**src/rtl/clk_div_sched.sv**
```systemverilog
`default_nettype none
// ----------------------------------------------------------------------------
// clk_div_sched : start/stop/drain sequencer for a counter clock divider with
// boundary-applied config. Optional macro TICK_CNT_EN adds a tick counter.
// Revision: 1.0
// ----------------------------------------------------------------------------
module clk_div_sched #(
  parameter int CNT_W      = 26,
  parameter int DEF_PERIOD = 50000000,
  parameter int DEF_HIGH   = 25000000
) (
  input  logic             clk_50mHz,
  input  logic             rst_n,
  input  logic             start,
  input  logic             stop,
  input  logic             cfg_valid,
  output logic             cfg_ready,
  input  logic [CNT_W-1:0] cfg_period,
  input  logic [CNT_W-1:0] cfg_high,
  output logic             clk_out,
  output logic             tick,
  output logic             busy,
  output logic             cfg_err
`ifdef TICK_CNT_EN
  ,
  output logic [15:0]      tick_cnt
`endif
);

  typedef enum logic [1:0] {
    S_IDLE  = 2'd0,
    S_RUN   = 2'd1,
    S_DRAIN = 2'd2
  } state_t;

  localparam logic [CNT_W-1:0] c_zero       = '0;
  localparam logic [CNT_W-1:0] c_one        = CNT_W'(1);
  localparam logic [CNT_W-1:0] c_two        = CNT_W'(2);
  localparam logic [CNT_W-1:0] c_def_period = CNT_W'(DEF_PERIOD);
  localparam logic [CNT_W-1:0] c_def_high   = CNT_W'(DEF_HIGH);

  state_t           r_state;
  state_t           w_state_nxt;
  logic [CNT_W-1:0] r_cnt;
  logic [CNT_W-1:0] r_period;
  logic [CNT_W-1:0] r_high;
  logic [CNT_W-1:0] r_pend_period;
  logic [CNT_W-1:0] r_pend_high;
  logic             r_pend_vld;
  logic             r_clk_out;
  logic             r_tick;
  logic             r_cfg_err;

  logic w_running;
  logic w_boundary;
  logic w_cfg_ok;
  logic w_cfg_take;
  logic w_apply;

  assign w_running  = (r_state != S_IDLE);
  assign w_boundary = w_running && (r_cnt == (r_period - c_one));
  assign w_cfg_ok   = (cfg_period >= c_two) && (cfg_high != c_zero) && (cfg_high < cfg_period);
  assign w_cfg_take = cfg_valid && !r_pend_vld;
  // Pending values only land when no period is in flight or exactly at its end.
  assign w_apply    = r_pend_vld && ((r_state == S_IDLE) || w_boundary);

  always_comb begin
    w_state_nxt = r_state;
    case (r_state)
      S_IDLE:  if (start) w_state_nxt = S_RUN;
      S_RUN:   if (stop) w_state_nxt = S_DRAIN;
      S_DRAIN: begin
        if (start && !stop)  w_state_nxt = S_RUN;
        else if (w_boundary) w_state_nxt = S_IDLE;
      end
      default: w_state_nxt = S_IDLE;
    endcase
  end

  always_ff @(posedge clk_50mHz or negedge rst_n) begin
    if (!rst_n) r_state <= S_IDLE;
    else        r_state <= w_state_nxt;
  end

  always_ff @(posedge clk_50mHz or negedge rst_n) begin
    if (!rst_n) begin
      r_cnt     <= c_zero;
      r_clk_out <= 1'b0;
      r_tick    <= 1'b0;
      r_cfg_err <= 1'b0;
    end else begin
      if (!w_running || w_boundary) r_cnt <= c_zero;
      else                          r_cnt <= r_cnt + c_one;
      r_clk_out <= w_running && (r_cnt < r_high);
      r_tick    <= w_boundary;
      r_cfg_err <= w_cfg_take && !w_cfg_ok;
    end
  end

  always_ff @(posedge clk_50mHz or negedge rst_n) begin
    if (!rst_n) begin
      r_period      <= c_def_period;
      r_high        <= c_def_high;
      r_pend_period <= c_zero;
      r_pend_high   <= c_zero;
      r_pend_vld    <= 1'b0;
    end else if (w_apply) begin
      r_period   <= r_pend_period;
      r_high     <= r_pend_high;
      r_pend_vld <= 1'b0;
    end else if (w_cfg_take && w_cfg_ok) begin
      r_pend_period <= cfg_period;
      r_pend_high   <= cfg_high;
      r_pend_vld    <= 1'b1;
    end
  end

`ifdef TICK_CNT_EN
  logic [15:0] r_tick_cnt;

  // Restarting from IDLE begins a fresh count; resuming out of DRAIN keeps it.
  always_ff @(posedge clk_50mHz or negedge rst_n) begin
    if (!rst_n)                         r_tick_cnt <= 16'd0;
    else if ((r_state == S_IDLE) && start) r_tick_cnt <= 16'd0;
    else if (w_boundary)                r_tick_cnt <= r_tick_cnt + 16'd1;
  end

  assign tick_cnt = r_tick_cnt;
`endif

  assign clk_out   = r_clk_out;
  assign tick      = r_tick;
  assign busy      = w_running;
  assign cfg_ready = !r_pend_vld;
  assign cfg_err   = r_cfg_err;

endmodule
`default_nettype wire

```
**config.mk**
```make
export PLATFORM = sky130hd
export DESIGN_NAME = clk_div_sched
export DESIGN_NICKNAME = d
export VERILOG_FILES = /design/src/rtl/clk_div_sched.sv
export SDC_FILE = /design/constraint.sdc
export NUM_CORES = 1
export LEC_CHECK = 0
export ABC_AREA = 0
export BUFFER_PORTS_ARGS = -buffer_cell sky130_fd_sc_hd__buf_2
export CAP_MARGIN = 20
export CORE_MARGIN = 5
export CORE_UTILIZATION = 61
export CTS_CLUSTER_DIAMETER = 200
export DETAILED_ROUTE_END_ITERATION = 12
export PLACE_DENSITY = 0.9
export SLEW_MARGIN = 20
export SYNTH_ARGS = -nofsm -noshare
export SYNTH_HDL_FRONTEND = slang
export SYNTH_SLANG_ARGS = --single-unit
```
**constraint.sdc**
```tcl
create_clock -name clk_50mHz -period 3.7 [get_ports clk_50mHz]
set_clock_uncertainty 0.15 [all_clocks]
set_input_delay 0.555 -clock clk_50mHz [delete_from_list [all_inputs] [get_ports clk_50mHz]]
set_output_delay 0.555 -clock clk_50mHz [all_outputs]
set_load 0.02 [all_outputs]
```
==> metrics.csv <==
metric,value,unit
status,"finished, final reports clean",
r2r_cells,9,
first_global_vias,6210,
syn_avg_cell_area,10.8,µm²
cp-start-kind,flip-flop,
hold_viol,0,
synth_adder_area_share,0.0842,
rrSetupSlack,190,ps
setup_viol,0,
clk_pin_slew,60,ps
core,0.0125,mm²
pwr_density_cell,743,mW/mm²
ir_drop,462,µV
tritoncts,done,
grt-ovfl-total,0,
hold_class,primary input to async pin,
htree_levels,4,
grt_usage,0.282,
whs,28.3,ps
fin_tns_setup,0,ps
synth_area_leaders,"dfrtp_1, ha_1, dfstp_2, mux2_2, mux2_1",
synth-simple-area-share,0.146,
synth_ff_type,dfrtp_1,
cts-root-buf,clkbuf_16,
maxSlewViolCount,0,
boundaryPins,62,
io_buffers,61,
synth_mux_area_frac,0.158,
drt-initial-drc-count,501,
numCtsBuffers,17,
antenna_found_initial,0,
netlist-cell-type-count,53,
synth_cells,715,
p_leak,4.06,nW
hold_buffers,0,
drive_above_1_share,0.238,
regArea,0.00343,mm²
period_minus_slack,3510,ps
synth_top_family_by_area,multiplexers,
row_count,41,
wl_per_cell,20.9,µm
synth-compound-area-share,0.0617,
syn_to_final_growth,14.5,%
yosys_warnings,0,
grt_pass1_wl,32.5,mm
worstSetupEndpoint,r_high[8]$_DFFE_PN0P_,
initial_core_util,0.617,
post-cts-setup-buffers,0,
dieArea,0.0150,mm²
first_pass_iters,5,
endpoint_kind,flip-flop,
synth_top_area_cell,dfrtp_1,
grt_max_degree,59,
crit_path_start,r_period[8]$_DFFE_PN0P_,
viasPerCell,6.24,
synth.cell_area,0.00773,mm²
period_share,0.948,
timing.rr.end,r_high[8]$_DFFE_PN0P_,
synth_edf_count,0,
drt_wl_total,20.2,mm
drcViolationCount,0,
synth_top_area_share,0.363,
placed_area,0.00831,mm²
fin_area,0.00885,mm²
drv_cap,0,
dpl.hpwl,14.4,mm
dieWidth,123,µm
critical_path_class,flip-flop to flip-flop,
gp_congestion,0.951,
tightest_slew,714,ps
routed-via-count,6028,
clockBufferDepth,2,
ys_async_sr_fraction,1.00,
worstPathRequired,3850,ps
synth_seq_cells,136,
nFillCells,829,
clk_latency,430,ps
finalNetCount,890,
slew_headroom,0.512,
clock_sinks,136,
cp_max_fo,52,
max_freq,285,MHz
multi_input_area,0.00401,mm²
yosysSeqAreaShare,0.444,
rsz0062_at_grt,false,
cts_resized,0,
r2r_start,r_period[8]$_DFFE_PN0P_,
syn_nets,824,
synth_xor_area_frac,0.0646,
antenna_left,0,
cp.arrival,3660,ps
antenna_cells,0,
die_height,123,µm
synth_stat cells (19+ instances only):
cell     instances
a21oi_1         19
dfrtp_1        112
dfstp_2         24
ha_1            52
inv_1           59
mux2_1          51
mux2_2          54
nand2_1         27
nand3_1         23
nor2_1          53
xnor2_1         25
xor2_1          32
area by class of cell:
| class | count | share of cell area |
|---|---|---|
| repair buffers | 71 | 0.0489 |
| inverters | 59 | 0.0250 |
| multi-input cells | 496 | 0.453 |
| clock buffers | 24 | 0.0556 |
| flip-flops and latches | 136 | 0.388 |
| clock inverters | 8 | 0.00537 |
| well taps | 172 | 0.0243 |
state kept, by name, indices dropped and copies added (netlist names):
register,flops
r_cnt,26
r_period,26
r_state,2
r_high,26
r_pend_period,26
r_pend_vld,1
r_pend_high,26
clk_out,1
cfg_err,1
tick,1
report_power, final:
group / internal [mW] / total, mW / switching, mW
sequential: 2.22 / 2.81 / 0.585
clock: 0.919 / 1.54 / 0.618
combinational: 1.08 / 2.23 / 1.15
critical path: stages, from the launching register on:
cell and delay, ps:
dfrtp_1 440, nor3_1 390, nand3_1 230, or4_1 540, xnor2_1 280, nand4b_1 160, nor4_2 380, a41oi_4 170
buf_12 220, mux2_1 370
stage by stage:
stage	setup WS, ps	utilization	total power, mW	instances
finish	191	0.707	6.57	966
global route	20.9	0.707	6.89	966
CTS	193	0.707	6.54	966
detailed placement	201	0.664	4.95	934
global placement	308	0.664	4.75	934
floorplan	427	-	4.18	715
placed cells by master (no fill, tap or decap), types with 15 or more instances in the layout:
cell type / n
clkbuf_16: 17
mux2_2: 54
nand4_1: 17
xnor2_1: 25
nand3_1: 23
buf_2: 60
dfstp_2: 24
xor2_1: 32
nand2_1: 27
nor2_1: 53
inv_1: 59
dfrtp_1: 112
mux2_1: 51
a21oi_1: 19
ha_1: 52
o21ai_0: 15
nor4_1: 15
how the worst min path moves through the flow:
| stage | from | to | slack, ps | cells after the start |
|---|---|---|---|---|
| after CTS | rst_n | r_pend_high[13]$_DFFE_PN0P_ | 40 | 1 |
| after floorplan | rst_n | cfg_err$_DFF_PN0_ | 110 | 0 |
| final | rst_n | r_pend_high[13]$_DFFE_PN0P_ | 30 | 1 |
| after global routing | rst_n | r_pend_period[11]$_DFFE_PN0P_ | 80 | 1 |
| after detailed placement | r_pend_period[1]$_DFFE_PN0P_ | r_period[1]$_DFFE_PN0P_ | 330 | 1 |
| after global placement | r_pend_period[11]$_DFFE_PN0P_ | r_period[11]$_DFFE_PN0P_ | 310 | 1 |
cells by family (layout without fill, tap and decap cells):
kind of cell               after synthesis  after routing
DFF                                    136            136
xor gates and xnor gates                57             57
buffers and inverters                   83            162
adders and majority gates               52             52
and+or+nand+nor                        206            206
AOI/OAI and AO/OA                       72             72
muxes                                  109            109
layer usage:
metal | vias to the layer above | part of all wire | GRT usage
met2 | 281 | 0.51 | 0.473
met3 | 48 | 0.063 | 0.0567
li1 | 2680 | - | -
met5 | - | 0 | 0
met4 | 0 | 0.031 | 0.129
met1 | 3019 | 0.40 | 0.354
(Power assumes the default switching activity.)
